<file path="config.mk">
export PLATFORM = sky130hd
export DESIGN_NAME = wb_uart_if
export DESIGN_NICKNAME = d
export VERILOG_FILES = /design/src/rtl/wb_uart_pkg.sv /design/src/rtl/wb_uart_if.sv
export SDC_FILE = /design/constraint.sdc
export NUM_CORES = 1
export LEC_CHECK = 0
export CAP_MARGIN = 20
export CORE_UTILIZATION = 27
export DETAILED_ROUTE_END_ITERATION = 10
export HOLD_SLACK_MARGIN = 0.15
export PLACE_DENSITY = 0.78
export REMOVE_ABC_BUFFERS = 1
export SLEW_MARGIN = 20
export SYNTH_ARGS = -nofsm -noshare
export SYNTH_HDL_FRONTEND = slang
export SYNTH_SLANG_ARGS = --single-unit
</file>
<file path="constraint.sdc">
create_clock -name clk -period 1.44 [get_ports clk]
set_input_delay 0.144 -clock clk [delete_from_list [all_inputs] [get_ports clk]]
set_output_delay 0.144 -clock clk [all_outputs]
set_load 0.005 [all_outputs]
</file>
<file path="src/rtl/wb_uart_pkg.sv">
// Shared definitions for the Wishbone-to-UART register bridge: register offsets,
// ERR/IER bit indices, FSM state encoding and the STATUS word helper.
package wb_uart_pkg;

  localparam logic [1:0] REG_DATA   = 2'd0;
  localparam logic [1:0] REG_STATUS = 2'd1;
  localparam logic [1:0] REG_IER    = 2'd2;
  localparam logic [1:0] REG_ERR    = 2'd3;

  localparam int ERR_W           = 2;
  localparam int ERR_TX_OVERRUN  = 0;
  localparam int ERR_RX_UNDERRUN = 1;

  localparam int IER_W        = 3;
  localparam int IER_RX_AVAIL = 0;
  localparam int IER_TX_EMPTY = 1;
  localparam int IER_ERROR    = 2;

  typedef enum logic [0:0] {
    ST_IDLE = 1'b0,
    ST_ACK  = 1'b1
  } state_t;

  function automatic logic [31:0] status_word(input logic rx_full, input logic rx_empty,
                                              input logic tx_full, input logic tx_empty);
    return {28'b0, rx_full, rx_empty, tx_full, tx_empty};
  endfunction

endpackage

</file>
<file path="src/rtl/wb_uart_if.sv">
// Wishbone classic slave exposing DATA/STATUS/IER/ERR registers for a UART FIFO pair.
// Optional interrupt output and IER register are enabled by defining WB_UART_IRQ_EN.
module wb_uart_if
  import wb_uart_pkg::*;
(
  input  logic        clk,
  input  logic        reset,
  input  logic        wb_cyc_i,
  input  logic        wb_stb_i,
  input  logic        wb_we_i,
  input  logic [3:0]  wb_adr_i,
  input  logic [31:0] wb_dat_i,
  input  logic [3:0]  wb_sel_i,
  output logic [31:0] wb_dat_o,
  output logic        wb_ack_o,
  output logic        wr_uart,
  output logic [7:0]  w_data,
  output logic        rd_uart,
  input  logic [7:0]  rd_data,
  input  logic        tx_full,
  input  logic        tx_empty,
  input  logic        rx_full,
`ifdef WB_UART_IRQ_EN
  output logic        irq,
`endif
  input  logic        rx_empty
);

  state_t           state;
  logic [ERR_W-1:0] err;

  logic             req_p0;
  logic [1:0]       reg_p0;
  logic             wr_dat_p0;
  logic             rd_dat_p0;
  logic             push_p0;
  logic             pop_p0;
  logic [ERR_W-1:0] err_set_p0;
  logic [ERR_W-1:0] err_clr_p0;
  logic [ERR_W-1:0] err_next_p0;
  logic [31:0]      rdata_p0;
  logic [31:0]      ier_word;

  logic unused_bits;
  assign unused_bits = ^{wb_adr_i[1:0], wb_dat_i[31:8], wb_sel_i[3:1]};

  // Request decode: a strobe only counts while idle, so a held strobe in ACK is ignored
  assign req_p0    = wb_cyc_i & wb_stb_i & (state == ST_IDLE);
  assign reg_p0    = wb_adr_i[3:2];
  assign wr_dat_p0 = req_p0 &  wb_we_i & (reg_p0 == REG_DATA) & wb_sel_i[0];
  assign rd_dat_p0 = req_p0 & ~wb_we_i & (reg_p0 == REG_DATA);
  assign push_p0   = wr_dat_p0 & ~tx_full;
  assign pop_p0    = rd_dat_p0 & ~rx_empty;

  always_comb begin
    err_set_p0                  = '0;
    err_set_p0[ERR_TX_OVERRUN]  = wr_dat_p0 & tx_full;
    err_set_p0[ERR_RX_UNDERRUN] = rd_dat_p0 & rx_empty;
    err_clr_p0                  = '0;
    if (req_p0 && wb_we_i && (reg_p0 == REG_ERR))
      err_clr_p0 = wb_dat_i[ERR_W-1:0];
    // Set dominates a coincident clear so no error event is ever lost
    err_next_p0 = (err & ~err_clr_p0) | err_set_p0;
  end

  always_comb begin
    rdata_p0 = '0;
    case (reg_p0)
      REG_DATA:   rdata_p0 = rx_empty ? 32'b0 : {24'b0, rd_data};
      REG_STATUS: rdata_p0 = status_word(rx_full, rx_empty, tx_full, tx_empty);
      REG_IER:    rdata_p0 = ier_word;
      REG_ERR:    rdata_p0 = {{(32-ERR_W){1'b0}}, err};
      default:    rdata_p0 = '0;
    endcase
  end

  // Stage boundary: all bus and FIFO strobes are registered into the ACK cycle
  always_ff @(posedge clk) begin
    if (reset) begin
      state    <= ST_IDLE;
      wb_ack_o <= 1'b0;
      wb_dat_o <= '0;
      wr_uart  <= 1'b0;
      rd_uart  <= 1'b0;
      w_data   <= '0;
      err      <= '0;
    end else begin
      err <= err_next_p0;
      case (state)
        ST_IDLE: begin
          if (req_p0) begin
            state    <= ST_ACK;
            wb_ack_o <= 1'b1;
            wr_uart  <= push_p0;
            rd_uart  <= pop_p0;
            wb_dat_o <= wb_we_i ? 32'b0 : rdata_p0;
            if (push_p0)
              w_data <= wb_dat_i[7:0];
          end else begin
            wb_ack_o <= 1'b0;
            wr_uart  <= 1'b0;
            rd_uart  <= 1'b0;
            wb_dat_o <= '0;
          end
        end
        ST_ACK: begin
          state    <= ST_IDLE;
          wb_ack_o <= 1'b0;
          wr_uart  <= 1'b0;
          rd_uart  <= 1'b0;
          wb_dat_o <= '0;
        end
        default: begin
          state    <= ST_IDLE;
          wb_ack_o <= 1'b0;
          wr_uart  <= 1'b0;
          rd_uart  <= 1'b0;
          wb_dat_o <= '0;
        end
      endcase
    end
  end

`ifdef WB_UART_IRQ_EN
  logic [IER_W-1:0] ier;
  logic [IER_W-1:0] irq_src;

  assign ier_word = {{(32-IER_W){1'b0}}, ier};

  always_comb begin
    irq_src               = '0;
    irq_src[IER_RX_AVAIL] = ~rx_empty;
    irq_src[IER_TX_EMPTY] = tx_empty;
    irq_src[IER_ERROR]    = |err;
  end

  // Stage boundary: IER update and registered interrupt (one cycle behind its sources)
  always_ff @(posedge clk) begin
    if (reset) begin
      ier <= '0;
      irq <= 1'b0;
    end else begin
      if (req_p0 && wb_we_i && (reg_p0 == REG_IER) && wb_sel_i[0])
        ier <= wb_dat_i[IER_W-1:0];
      irq <= |(ier & irq_src);
    end
  end
`else
  assign ier_word = '0;
`endif

endmodule
</file>
==> results by group, run 1 <==
Yosys
  • Synth warn: 0
  • Post-synthesis cell area: 0.001052 mm^2
  • Avg Cell Area, Syn: 9.480 um^2
  • Ys flop type: dfxtp_1
  • Ys async rst share: 0%
  • Register area share after synthesis: 39.95%
  • Cells after Synth: 111
  • Seq cells post-synth: 21
  • Post-synth EDFFs: 0
  • Distinct cells, synth: 28

Pwr
  • Leakage: 0.0006163 uW
  • Final Power: 1155 uW
  • Pwr/cell area: 709.8 mW/mm^2
  • Maximum vdd ir drop: 0.3349 mV

Place
  • Area after DPL: 0.001558 mm^2
  • DP Worst Slack: -0.3581 ns
  • Dpl hpwl: 1678 um
  • Port Buf Inserts: 46
  • Gp weighted congestion: 0.8056

Final layout
  • Layout Area Growth over Synthesis: 54.70%
  • N_diodes: 0
  • # nets final: 227
  • Commonest cells after routing, fill and taps aside: clkdlybuf4s50_1, conb_1, dfxtp_1
  • Fill count: 374
  • Layout cells sized above 1: 13.61%
  • Final instance area: 0.001628 mm^2
  • Most common cell after layout, fill and taps aside: clkdlybuf4s50_1

Global route
  • Gr ovfl total: 0
  • Largest net degree at the start of global routing: 18
  • First-pass GRT wire length: 3525 um
  • Vias in the first global route: 798
  • Antenna violations before repair: 0
  • GRT Overall Usage: 11.18%

Route
  • Routed len/inst: 9.949 um
  • Iter 0 DRT Violations: 18
  • Pre-antenna DRT Iters: 2
  • Avg Vias per Cell: 3.995
  • Post-route ant nets: 0
  • WL final: 2159 um
  • Via Count: 867
  • DRC: 0

Timing
  • Worst setup margin: 0.05280 ns
  • F_max: 720.9 MHz
  • Period utilization: 96.33%
  • Period minus WS final: 1.387 ns
  • Final Slew Violations: 0
  • Final hold violation count: 0
  • Skew final: 0.002261 ns
  • Setup Viol. Count Final: 0

CTS
  • H-tree depth: 1
  • CTS tree: done
  • Root Driver: clkbuf_8
  • Clock latency on the worst-skew pair: 0.26 ns
  • CTS buffer count: 3
  • Hold-fix buffers at CTS: 0
  • Sink Count: 21
  • Clock slew at reported path FFs: 0.08 ns
  • CTS max path bufs: 2

Worst setup path
  • Levels on crit path: 4
  • Worst setup path endpoint: wb_dat_o[1]
  • Setup crit start kind: register
  • Worst Path Arrival: 1.56 ns
  • Crit path largest cell delay: 0.35 ns
  • Worst reg2reg startpoint: state
  • Crit path max-delay cell type: or3_4
  • CP Max Fanout: 4
  • Critical path class: reg2reg
  • CP cell instances: nand3b_1, buf_6, or3_4, a211oi_1
  • Crit path max-delay family: simple AND/OR/NAND/NOR gates
  • Worst reg2reg endpoint: wb_dat_o[1]
  • Worst setup EP type: register
  • Required @ worst endpoint: 1.62 ns
  • Crit path launch: state
  • Worst r2r path cells: 4
  • Flop2flop setup slack: 0.05 ns
  • Buf/Inv on CP: 1

Job
  • Max_cap viols: 0

Floorplan
  • Num rows: 22
  • Die span in x: 64.43 um
  • Core area: 0.003689 mm^2
  • Initial core utilization: 28.53%
  • Die area: 0.004151 mm^2
  • Num ports: 100
  • Die Ht: 64.43 um

Outcome
  • Status: finished, final reports clean

Hold path
  • HP Class: in2reg
## repair_timing
item	in CTS	in global routing
setup endpoints to repair	1	6
gates cloned	0	0
hold endpoints to repair	0	0
pin swaps	0	1
buffers inserted	0	1
resized for setup	2	3
## tightest hold or removal path, stage by stage
cell and delay, ns:
dlygate4sd2_1 0.29, nand2_1 0.08, a211oi_1 0.06
## flip-flops by register name (all words and copies together), names as in the netlist
| signal | flops |
|---|---|
| err | 2 |
| rd_uart | 1 |
| state | 1 |
| w_data | 8 |
| wb_dat_o | 8 |
| wr_uart | 1 |
## cell usage after synthesis (all sizes together), types with 2 or more instances
cell type	instances	area share (%)
a211oi	3	2.1
a221oi	2	1.7
and2	4	2.4
buf	26	19
clkbuf	2	0.71
dfxtp	21	40
mux2i	8	7.6
nand2	5	1.8
nand2b	16	9.5
nand4	2	1.2
nor2	2	0.71
nor2b	2	1.2
nor4	3	3.8
o21ai	4	1.9
or3	3	2.0
## worst min-delay path by stage
stage / from / to / slack [ns] / cells past startpoint
5_1_grt: wb_adr_i[2] / wb_dat_o[1] / 0.37 / 3
6_report: wb_adr_i[2] / wb_dat_o[1] / 0.36 / 3
3_3_place_gp: w_data[0] / w_data[0] / 0.46 / 2
3_5_place_dp: w_data[1] / w_data[1] / 0.46 / 2
2_1_floorplan: reset / state / 0.22 / 1
4_1_cts: wb_adr_i[2] / wb_dat_o[1] / 0.36 / 3
## final cells by class
type	instances	area (um^2)	share of cell area, %
clock buffers	4	45.04	2.767
multi-input cells	85	529.3	32.51
flip-flops and latches	21	420.4	25.83
well taps	48	60.06	3.689
repair buffers	59	573.1	35.20
## per-layer routing
layer	vias to the layer above	GRT usage [%]	wire [um]
li1	442	-	-
met1	383	14.06	968
met2	40	17.89	1028
met3	2	3.169	153
met4	0	4.444	8
met5	-	0	0
## power breakdown
part | internal (uW) | switching (uW)
clock network | 197 | 188
logic | 112 | 72.3
registers | 584 | 1.56
total | 893 | 262
## through the flow
| step | hold WS, ns | utilization (%) | TNS (ns) | cells |
|---|---|---|---|---|
| global placement | 0.4593 | 42.23 | -3.501 | 212 |
| finish | 0.3633 | 44.13 | 0 | 217 |
| global route | 0.3696 | 44.13 | -0.02761 | 217 |
| floorplan | 0.2164 | - | 0 | 106 |
| CTS | 0.3620 | 43.59 | 0 | 216 |
| detailed placement | 0.4605 | 42.23 | -4.062 | 212 |
## kinds of logic after synthesis
group           synth area share (%)
simple gates                   26.52
flops                          39.95
other cells                   0.3564
mux                            7.610
buf+inv                        19.38
compound gates                 6.183
Note: power is estimated with default switching activity, not from simulation.
==> run 2, diff against run 1 <==
--- a/config.mk
+++ b/config.mk
@@ -7,6 +7,7 @@
 export LEC_CHECK = 0
 export CAP_MARGIN = 20
 export CORE_UTILIZATION = 27
+export CTS_BUF_LIST = sky130_fd_sc_hd__clkbuf_8 sky130_fd_sc_hd__clkbuf_16
 export DETAILED_ROUTE_END_ITERATION = 10
 export HOLD_SLACK_MARGIN = 0.15
 export PLACE_DENSITY = 0.78
==> run 2 against run 1 <==
Against the previous run: hold slack unchanged; clock skew about the same; highest routed layer unchanged; via count unchanged; sequential cell count unchanged; count of clock-buffer cells in the layout decreased by 1; design area unchanged; critical path depth unchanged; sequential share of layout area unchanged; clock power decreased by 2%; cell count unchanged.
==> results by group, run 2 (synthesis gave the netlist of run 1 again) <==
Worst setup path
  • Crit path max-delay family: simple AND/OR/NAND/NOR gates (unchanged)
  • Crit path max-delay cell type: or3_4 (unchanged)
  • Critical path class: reg2reg (unchanged)
  • CP Max Fanout: 4 (unchanged)
  • Setup crit start kind: register (unchanged)
  • CP cell instances: nand3b_1, buf_6, or3_4, a211oi_1 (unchanged)
  • Worst Path Arrival: 1.56 ns (about the same)
  • Crit path largest cell delay: 0.35 ns (about the same)
  • Required @ worst endpoint: 1.62 ns (about the same)
  • Worst setup EP type: register (unchanged)
  • Buf/Inv on CP: 1 (unchanged)

Global route
  • GRT Overall Usage: 11.18% (unchanged)
  • Gr ovfl total: 0 (unchanged)
  • Antenna violations before repair: 0 (unchanged)
  • Largest net degree at the start of global routing: 18 (unchanged)
  • First-pass GRT wire length: 3525 um (unchanged)
  • Vias in the first global route: 798 (unchanged)

Final layout
  • # nets final: 227 (unchanged)
  • Layout Area Growth over Synthesis: 54.70% (unchanged)
  • Layout cells sized above 1: 13.61% (unchanged)
  • Commonest cells after routing, fill and taps aside: clkdlybuf4s50_1, conb_1, dfxtp_1 (unchanged)
  • Final instance area: 0.001628 mm^2 (unchanged)
  • N_diodes: 0 (unchanged)
  • Fill count: 374 (unchanged)
  • Most common cell after layout, fill and taps aside: clkdlybuf4s50_1 (unchanged)
  • Top Registers: w_data: 8 flops, wb_dat_o: 8 flops, err: 2 flops (unchanged)

Pwr
  • Leakage: 0.0006204 uW (was 0.0006163 uW)
  • Maximum vdd ir drop: 0.3239 mV (was 0.3349 mV)
  • Pwr/cell area: 705.8 mW/mm^2 (was 709.8 mW/mm^2)

Hold path
  • HP Class: in2reg (unchanged)

Route
  • Via Count: 867 (unchanged)
  • Avg Vias per Cell: 3.995 (unchanged)
  • Iter 0 DRT Violations: 18 (unchanged)
  • WL final: 2160 um (was 2159 um)
  • Post-route ant nets: 0 (unchanged)
  • DRC: 0 (unchanged)
  • Pre-antenna DRT Iters: 2 (unchanged)
  • Routed len/inst: 9.954 um (was 9.949 um)

Outcome
  • Status: finished, final reports clean (unchanged)

Floorplan
  • Num ports: 100 (unchanged)
  • Die area: 0.004151 mm^2 (unchanged)
  • Num rows: 22 (unchanged)
  • Die Ht: 64.43 um (unchanged)
  • Die span in x: 64.43 um (unchanged)
  • Initial core utilization: 28.53% (unchanged)
  • Core area: 0.003689 mm^2 (unchanged)

Timing
  • Final Slew Violations: 0 (unchanged)
  • F_max: 720.6 MHz (was 720.9 MHz)
  • Setup Viol. Count Final: 0 (unchanged)
  • Period minus WS final: 1.388 ns (was 1.387 ns)
  • Worst setup margin: 0.05232 ns (was 0.05280 ns)
  • Skew final: 0.002586 ns (was 0.002261 ns)
  • Final hold violation count: 0 (unchanged)
  • Period utilization: 96.37% (was 96.33%)

CTS
  • CTS buffer count: 3 (unchanged)
  • H-tree depth: 1 (unchanged)
  • Sink Count: 21 (unchanged)
  • CTS max path bufs: 2 (unchanged)
  • Root Driver: clkbuf_8 (unchanged)
  • CTS tree: done (unchanged)
  • Clock slew at reported path FFs: 0.08 ns (about the same)
  • Clock latency on the worst-skew pair: 0.26 ns (about the same)
  • Hold-fix buffers at CTS: 0 (unchanged)

Place
  • Area after DPL: 0.001558 mm^2 (unchanged)
  • Port Buf Inserts: 46 (unchanged)
  • Gp weighted congestion: 0.8056 (unchanged)
  • Dpl hpwl: 1678 um (unchanged)
  • DP Worst Slack: -0.3581 ns (unchanged)

Job
  • Max_cap viols: 0 (unchanged)
==> run 2: per-stage QoR <==
step / hold WS (ns) / power [uW] / TNS [ns] / instances / utilization (%)
floorplan: 0.2164 / 650.3 / 0 / 106 / -
global placement: 0.4593 / 776.0 / -3.501 / 212 / 42.23
detailed placement: 0.4605 / 777.9 / -4.062 / 212 / 42.23
CTS: 0.3620 / 1162 / 0 / 216 / 43.59
global route: 0.3696 / 1215 / -0.02817 / 217 / 44.13
finish: 0.3633 / 1149 / 0 / 217 / 44.13
==> run 2: worst paths after layout <==
kind	slack [ns]	depth (start not counted)	from	to
worst min-delay path	0.36	3	wb_adr_i[2]	wb_dat_o[1]
worst max register to register	0.05	4	state	wb_dat_o[1]
worst min register to register	0.47	2	w_data[1]	w_data[1]
worst max-delay path	0.05	4	state	wb_dat_o[1]
==> run 2: worst register-to-register path: stages, from the launching register on <==
cell	delay, ns
dfxtp_1	0.32
nand3b_1	0.28
buf_6	0.20
or3_4	0.35
a211oi_1	0.17
==> run 2: cell type report <==
cell class / count / area [um^2] / area share, %
tap: 48 / 60.06 / 3.689
multi-input combinational: 85 / 529.3 / 32.51
clock buffer: 3 / 41.29 / 2.537
timing repair buffer: 59 / 573.1 / 35.20
sequential: 21 / 420.4 / 25.83
clock inverter: 1 / 3.754 / 0.2306
==> run 2: timing repair <==
item	CTS	global route
buffers inserted	0	1
gates resized for setup	2	3
pin swaps	0	1
endpoints found under the setup margin	1	6
==> run 2: power breakdown <==
part	total (uW)	switching (uW)	leakage, uW	internal [uW]
clock	379	189	0.0000269	190
sequential	586	1.56	0.000169	584
combinational	184	72.3	0.000424	112
total	1150	263	0.000620	886
==> run 2: layer usage <==
metal	share of wire (%)	track usage (%)
met3	7.1	3.169
met1	45	14.06
met4	0.37	4.444
met5	0	0
met2	48	17.89
